**config.mk**
```make
export PLATFORM = sky130hd
export DESIGN_NAME = mul_seq
export DESIGN_NICKNAME = d
export VERILOG_FILES = /design/src/rtl/mul_seq.sv
export SDC_FILE = /design/constraint.sdc
export NUM_CORES = 1
export LEC_CHECK = 0
export ABC_AREA = 0
export ABC_CLOCK_PERIOD_IN_PS = 3600
export BUFFER_PORTS_ARGS = -buffer_cell sky130_fd_sc_hd__buf_2
export CAP_MARGIN = 20
export CORE_UTILIZATION = 58
export DETAILED_ROUTE_END_ITERATION = 7
export GPL_ROUTABILITY_DRIVEN = 0
export PLACE_DENSITY = 0.89
export RECOVER_POWER = 100
export SLEW_MARGIN = 10
export SYNTH_ARGS = -nofsm -noshare
export SYNTH_HDL_FRONTEND = slang
export SYNTH_SLANG_ARGS = --single-unit
```
**constraint.sdc**
```tcl
create_clock -name clk -period 3.6 [get_ports clk]
set_input_delay 0.54 -clock clk [delete_from_list [all_inputs] [get_ports clk]]
set_output_delay 0.54 -clock clk [all_outputs]
set_load 0.01 [all_outputs]
```
**src/rtl/mul_seq.sv**
```systemverilog
// ============================================================================
//  Module   : mul_seq
//  Purpose  : Multi-cycle signed WIDTH x WIDTH multiplier (shift-and-add, one
//             multiplier bit per clock) with valid/ready handshakes. Returns
//             the low WIDTH bits of the product. Define MUL_OVF_EN to add the
//             ovf output flagging products that do not fit in WIDTH bits.
//  Revision : 1.0 - initial release
// ============================================================================
`default_nettype none

module mul_seq #(
  parameter int WIDTH = 16
) (
  input  logic             clk,
  input  logic             rst,
  input  logic             in_valid,
  output logic             in_ready,
  input  logic [WIDTH-1:0] a,
  input  logic [WIDTH-1:0] b,
  output logic             out_valid,
  input  logic             out_ready,
  output logic [WIDTH-1:0] product
`ifdef MUL_OVF_EN
  ,
  output logic             ovf
`endif
);

  localparam int ACC_W = 2 * WIDTH;
  localparam int CNT_W = $clog2(WIDTH);

  localparam logic [CNT_W-1:0] LAST_CNT = CNT_W'(WIDTH - 1);

  localparam logic [1:0] S_IDLE = 2'd0;
  localparam logic [1:0] S_RUN  = 2'd1;
  localparam logic [1:0] S_DONE = 2'd2;

  logic [1:0]       state_q,   state_d;
  logic [ACC_W-1:0] acc_q,     acc_d;
  logic [ACC_W-1:0] mcand_q,   mcand_d;
  logic [WIDTH-1:0] mplier_q,  mplier_d;
  logic [CNT_W-1:0] cnt_q,     cnt_d;
  logic [WIDTH-1:0] product_q, product_d;

  logic             w_last;
  logic [ACC_W-1:0] w_addend;
  logic [ACC_W-1:0] w_sum;

  // The MSB of b carries weight -2^(WIDTH-1), so the final step subtracts.
  assign w_last   = (cnt_q == LAST_CNT);
  assign w_addend = mplier_q[0] ? (w_last ? -mcand_q : mcand_q) : '0;
  assign w_sum    = acc_q + w_addend;

`ifdef MUL_OVF_EN
  logic ovf_q, ovf_d;
  logic w_ovf;

  // Product fits in WIDTH signed bits only if the top WIDTH+1 bits agree.
  assign w_ovf = !((&w_sum[ACC_W-1:WIDTH-1]) || !(|w_sum[ACC_W-1:WIDTH-1]));
`endif

  always_comb begin
    state_d   = state_q;
    acc_d     = acc_q;
    mcand_d   = mcand_q;
    mplier_d  = mplier_q;
    cnt_d     = cnt_q;
    product_d = product_q;
`ifdef MUL_OVF_EN
    ovf_d     = ovf_q;
`endif
    case (state_q)
      S_IDLE: begin
        if (in_valid) begin
          mcand_d  = {{WIDTH{a[WIDTH-1]}}, a};
          mplier_d = b;
          acc_d    = '0;
          cnt_d    = '0;
          state_d  = S_RUN;
        end
      end
      S_RUN: begin
        // Multiplicand shifts left and multiplier right, so bit i is always at [0].
        acc_d    = w_sum;
        mcand_d  = mcand_q << 1;
        mplier_d = mplier_q >> 1;
        cnt_d    = cnt_q + 1'b1;
        if (w_last) begin
          product_d = w_sum[WIDTH-1:0];
`ifdef MUL_OVF_EN
          ovf_d     = w_ovf;
`endif
          cnt_d     = '0;
          state_d   = S_DONE;
        end
      end
      S_DONE: begin
        if (out_ready) begin
          state_d = S_IDLE;
        end
      end
      default: begin
        state_d = S_IDLE;
      end
    endcase
  end

  always_ff @(posedge clk) begin
    if (rst) begin
      state_q   <= S_IDLE;
      acc_q     <= '0;
      mcand_q   <= '0;
      mplier_q  <= '0;
      cnt_q     <= '0;
      product_q <= '0;
    end else begin
      state_q   <= state_d;
      acc_q     <= acc_d;
      mcand_q   <= mcand_d;
      mplier_q  <= mplier_d;
      cnt_q     <= cnt_d;
      product_q <= product_d;
    end
  end

`ifdef MUL_OVF_EN
  always_ff @(posedge clk) begin
    if (rst) begin
      ovf_q <= 1'b0;
    end else begin
      ovf_q <= ovf_d;
    end
  end

  assign ovf = ovf_q;
`endif

  assign in_ready  = (state_q == S_IDLE);
  assign out_valid = (state_q == S_DONE);
  assign product   = product_q;

endmodule

`default_nettype wire

```
== After elaboration in Yosys (flattened, before gate mapping) ==
Cells that the tools add are included.

* Flip-flop bits (word level): 102
* Latch bits: 0
* Bits in writable memories: 0
* ROM bits: 0
* Input port bits: 36
* Output and inout bits: 18
* Logic and storage cells: 35
* Memories: 0

* $add $sub $neg: 3
* Multipliers: 0
* Divide/modulo/power cells: 0
* Magnitude comparators: 0
* Equal/unequal tests: 6
* Shift operators: 0
* Mux-type cells: 15
* Bitwise logic cells: 0
* Reduce and logical (&&, ||, !) cells: 5

{| class="wikitable"
|+ Operators by type and width
! cell !! count
|-
| $mux 32 || 4
|-
| $pmux 32 s2 || 2
|-
| $add 32x32->32 || 1
|-
| $neg 32->32 || 1
|-
| $pmux 16 s2 || 1
|-
| $mux 16 || 1
|-
| $mux 4 || 2
|-
| $pmux 4 s2 || 1
|-
| $mux 2 || 3
|-
| $pmux 2 s3 || 1
|-
| $add 4x1->4 const B || 1
|-
| $eq 4x4->1 const B || 1
|-
| $ne 2x2->1 const B || 2
|-
| $reduce_and 2->1 || 2
|-
| $reduce_and 3->1 || 1
|-
| $eq 2x1->1 const B || 1
|-
| $eq 2x2->1 const B || 1
|-
| $logic_not 2->1 || 1
|-
| $ne 2x1->1 const B || 1
|-
| $reduce_bool 2->1 || 1
|}

== Depth between registers and ports, before layout ==
* Depth after elaboration: 5
* Gate-level depth with buffers: 15
* Depth with buffers taken out: 15

== Worst setup path before layout ==
No wires, ideal clock.

* Path type: register to register
* Start: register mcand_q[2]
* End: register product_q[15] (netlist: product[15])
* Setup time: 0.086 ns
* Arrival: 2.981 ns
* Data required time: 3.514 ns
* Slack: 0.534 ns
* Stages on the path, launching flop included: 14
* Path buffers: 1
* Clock period less this slack: 3.066 ns
* Path through: dfxtp_1 buf_2 nor4_2 nand2_1 nor4_1 a21oi_1 xnor2_1 nor2_1 ha_1 or2_2 o41ai_2 o31ai_1 xor2_1 a211oi_1

* Longest elaborated chain between the ends: 4

{| class="wikitable"
|+ Ends and longest elaborated chain
! item !! RTL line !! RTL
|-
| start, declared || 40 || <nowiki>logic [ACC_W-1:0] mcand_q, mcand_d;</nowiki>
|-
| start signal, assigned || 119 || <nowiki>mcand_q <= mcand_d;</nowiki>
|-
| $neg 32->32 || 51 || <nowiki>assign w_addend = mplier_q[0] ? (w_last ? -mcand_q : mcand_q) : '0;</nowiki>
|-
| $mux 32 (*) (2 in series) || 51 ||
|-
| $add 32x32->32 (*) || 52 || <nowiki>assign w_sum = acc_q + w_addend;</nowiki>
|-
| end signal, assigned || 122 || <nowiki>product_q <= product_d;</nowiki>
|-
| end, declared || 43 || <nowiki>logic [WIDTH-1:0] product_q, product_d;</nowiki>
|}

Mark *: on every way between the ends. The rest lies on a longest branch, timed or not.
A chain may end at the register's enable or synchronous reset.

== Worst setup path after layout ==
Ends and elaborated chain as after synthesis.

==> impl_metrics.sql <==
INSERT INTO impl_metrics (metric_group, metric, value, unit) VALUES
('status', 'status', 'complete, but fails checks', ''),
('status', 'failing_checks', 'max-capacitance violations, max-slew violations', ''),
('yosys', 'net_count_after_synthesis', '570', ''),
('floorplanning', 'die_area', '7007', 'sq um'),
('flow_run', 'cap_viol_max_count', '1', ''),
('yosys', 'syn_avg_cell_area', '7.505', 'sq um'),
('floorplanning', 'core', '6386', 'sq um'),
('sta', 'worst_clock_skew', '0.008187', 'ns'),
('sta', 'finalSetupTns', '0', 'ns'),
('yosys', 'synthTopCellsByArea', 'sky130_fd_sc_hd__dfxtp_1, sky130_fd_sc_hd__nor2_1, sky130_fd_sc_hd__a21oi_1', ''),
('min_path', 'timing.hold.worst.class', 'in2reg', ''),
('yosys', 'yosys_register_bits', '70', ''),
('cells_and_area', 'syn_to_final_growth', '11.95', '%'),
('grt', 'grt_overflow', '0', ''),
('cells_and_area', 'final_layout_size_suffix_gt1_share', '10.93', '%'),
('sta', 'worst-slew-pin-transition', '2.011', 'ns'),
('routing', 'detail-route-antenna-nets', '0', ''),
('routing', 'detail_route.wl_per_cell', '14.27', 'um'),
('floorplanning', 'chipWidth', '83.71', 'um'),
('critical_path', 'worstPathMaxFanout', '8', ''),
('floorplanning', 'initial_core_util', '60.64', '%'),
('placed_design', 'dp_hpwl', '6151', 'um'),
('power_and_ir_drop', 'cellLeakagePower', '1.768', 'nW'),
('power_and_ir_drop', 'pwr_density_cell', '404.4', 'nW/um^2'),
('clocking', 'cts_tree', 'built', ''),
('routing', 'drc_errors', '0', ''),
('placed_design', 'numPortBuffers', '53', ''),
('sta', 'grt_setup_unrepaired', 'false', ''),
('power_and_ir_drop', 'p_clk_share', '37.7', '%'),
('routing', 'drt-total-wl', '9061', 'um'),
('floorplanning', 'rows', '29', ''),
('yosys', 'synth_cells', '516', ''),
('power_and_ir_drop', 'cell_internal_pwr', '1.262', 'mW'),
('sta', 'final-max-slew-violation-count', '34', ''),
('clocking', 'clock_sink_count', '70', ''),
('yosys', 'synthArstFlopShare', '0', '%'),
('sta', 'final.min_clock_period', '3.346', 'ns'),
('cells_and_area', 'final_common_cell', 'sky130_fd_sc_hd__nor2_1', ''),
('clocking', 'post-cts-setup-buffers', '0', ''),
('yosys', 'yosys.area.top_type', 'sky130_fd_sc_hd__dfxtp_1', ''),
('sta', 'final.period_utilization', '92.95', '%'),
('sta', 'slew_headroom', '-34.06', '%'),
('clocking', 'clk_latency', '0.36', 'ns'),
('power_and_ir_drop', 'power_switching_share', '28.00', '%'),
('yosys', 'synth-warning-count', '0', ''),
('yosys', 'synthDominantCellAreaShare', '36.19', '%'),
('clocking', 'cts.reportedPaths.clkPinSlew', '0.08', 'ns'),
('grt', 'grt_first_pass_wirelength', '15120', 'um'),
('power_and_ir_drop', 'pwr-share-seq', '48.7', '%'),
('cells_and_area', 'mostFrequentLayoutCells', 'sky130_fd_sc_hd__nor2_1, sky130_fd_sc_hd__dfxtp_1, sky130_fd_sc_hd__nand2_1', ''),
('sta', 'hold_violations', '0', ''),
('sta', 'setup_viol', '0', ''),
('critical_path', 'timing.reg2reg.setup_slack', '0.25', 'ns'),
('cells_and_area', 'nets', '607', ''),
('clocking', 'root_buf_cell', 'sky130_fd_sc_hd__clkbuf_8', ''),
('grt', 'grt_start_max_net_pins', '60', ''),
('critical_path', 'critPathRequiredTime', '3.87', 'ns'),
('power_and_ir_drop', 'total_switching_power', '490.9', 'uW'),
('power_and_ir_drop', 'p_comb_share', '13.6', '%'),
('yosys', 'netlist_area', '3872', 'sq um'),
('yosys', 'synth.lib_cells_used.distinct', '44', ''),
('cells_and_area', 'n_antenna_cell', '0', ''),
('yosys', 'postSynth.topFlopCell', 'sky130_fd_sc_hd__dfxtp_1', ''),
('sta', 'max_clock_freq', '298.8', 'MHz'),
('clocking', 'clockBufferDepth', '2', ''),
('power_and_ir_drop', 'power.ir.vdd_worst', '0.0002831', 'V'),
('grt', 'antenna_found_initial', '0', ''),
('floorplanning', 'num_io_pins', '54', ''),
('critical_path', 'critPathCaptureType', 'register', ''),
('routing', 'detailedRoute.firstPassIterationCount', '5', ''),
('placed_design', 'place_worst_setup_slack', '0.1538', 'ns');
cells by family after synthesis:
group | count (synthesis) | share of synthesized area [%]
AO/OA/AOI/OAI | 108 | 17.74
XOR/XNOR | 24 | 5.428
adder cells (fa/ha/maj) | 18 | 6.010
buffers and inverters | 44 | 4.394
flip-flops | 70 | 36.19
AND/OR/NAND/NOR | 252 | 30.24
what timing repair did:
item / CTS / global route
hold endpoints to repair: 0 / 0
setup endpoints to repair: 0 / 4
gates resized for setup: 0 / 1
synth_stat cells, types with 4 or more instances:
library cell / instances
sky130_fd_sc_hd__nor2_1: 110
sky130_fd_sc_hd__dfxtp_1: 70
sky130_fd_sc_hd__nand2_1: 51
sky130_fd_sc_hd__a21oi_1: 47
sky130_fd_sc_hd__clkbuf_1: 33
sky130_fd_sc_hd__nor3_1: 30
sky130_fd_sc_hd__ha_1: 17
sky130_fd_sc_hd__a22oi_1: 14
sky130_fd_sc_hd__xnor2_1: 14
sky130_fd_sc_hd__nor2b_1: 12
sky130_fd_sc_hd__nor4_1: 12
sky130_fd_sc_hd__o21ai_0: 10
sky130_fd_sc_hd__xor2_1: 10
sky130_fd_sc_hd__a311oi_1: 8
sky130_fd_sc_hd__inv_1: 8
sky130_fd_sc_hd__nand3_1: 8
sky130_fd_sc_hd__o31ai_1: 7
sky130_fd_sc_hd__a211oi_1: 5
sky130_fd_sc_hd__a21o_1: 5
sky130_fd_sc_hd__nand3b_1: 5
sky130_fd_sc_hd__nand4_1: 4
routing by layer:
metal / routed length [um] / GRT usage (%)
met1: 4036 / 33.19
met4: 179 / 11.25
met2: 4328 / 44.27
met3: 516 / 5.737
met5: 0 / 0
power groups by stage:
stage / logic (mW) / clock network [mW] / registers, mW
floorplan: 0.185 / 0 / 0.856
global placement: 0.228 / 0 / 0.866
detailed placement: 0.235 / 0 / 0.869
CTS: 0.238 / 0.664 / 0.851
global route: 0.270 / 0.696 / 0.858
finish: 0.239 / 0.661 / 0.853
cell type report:
class,count,share of cell area [%]
clock inverter,5,1.328
timing repair buffer,62,6.724
sequential,70,32.32
multi-input combinational,402,53.22
clock buffer,11,3.492
inverter,8,0.6926
tap,77,2.222
worst paths after layout:
kind,from,to,depth (start not counted)
hold reg to reg,product[8],product[8],2
setup / recovery,mcand_q[2],product[15],12
setup reg to reg,mcand_q[2],product[15],12
hold / removal,out_ready,state_q[1],3
flip-flops by register name, summed over array words and instances, names as in the netlist:
name and flops:
cnt_q 4, mplier_q 16, product 16, acc_q 16, mcand_q 16, state_q 2
stage by stage:
step | area [sq um] | util (%) | instances | total power, mW | hold slack (ns)
after global placement | 4156 | 65.09 | 618 | 1.093 | 0.4374
final | 4335 | 67.89 | 635 | 1.753 | 0.4335
after detailed placement | 4168 | 65.26 | 619 | 1.105 | 0.4435
after global routing | 4335 | 67.89 | 635 | 1.824 | 0.4404
after CTS | 4377 | 68.53 | 635 | 1.754 | 0.4296
after floorplan | 3872 | - | 516 | 1.041 | 0.4323
critical path, stage by stage, from the launching register on:
cell and delay [ns]:
sky130_fd_sc_hd__dfxtp_1 0.38, sky130_fd_sc_hd__nor4_2 0.42, sky130_fd_sc_hd__nand2_1 0.18, sky130_fd_sc_hd__nor4_2 0.33
sky130_fd_sc_hd__a21oi_1 0.15, sky130_fd_sc_hd__xnor2_1 0.14, sky130_fd_sc_hd__nor2_1 0.06, sky130_fd_sc_hd__ha_1 0.23
sky130_fd_sc_hd__or2_2 0.31, sky130_fd_sc_hd__o41ai_2 0.48, sky130_fd_sc_hd__o31ai_1 0.15, sky130_fd_sc_hd__xor2_1 0.19
sky130_fd_sc_hd__a211oi_1 0.25
No activity file was read; power rests on OpenSTA's default activity.
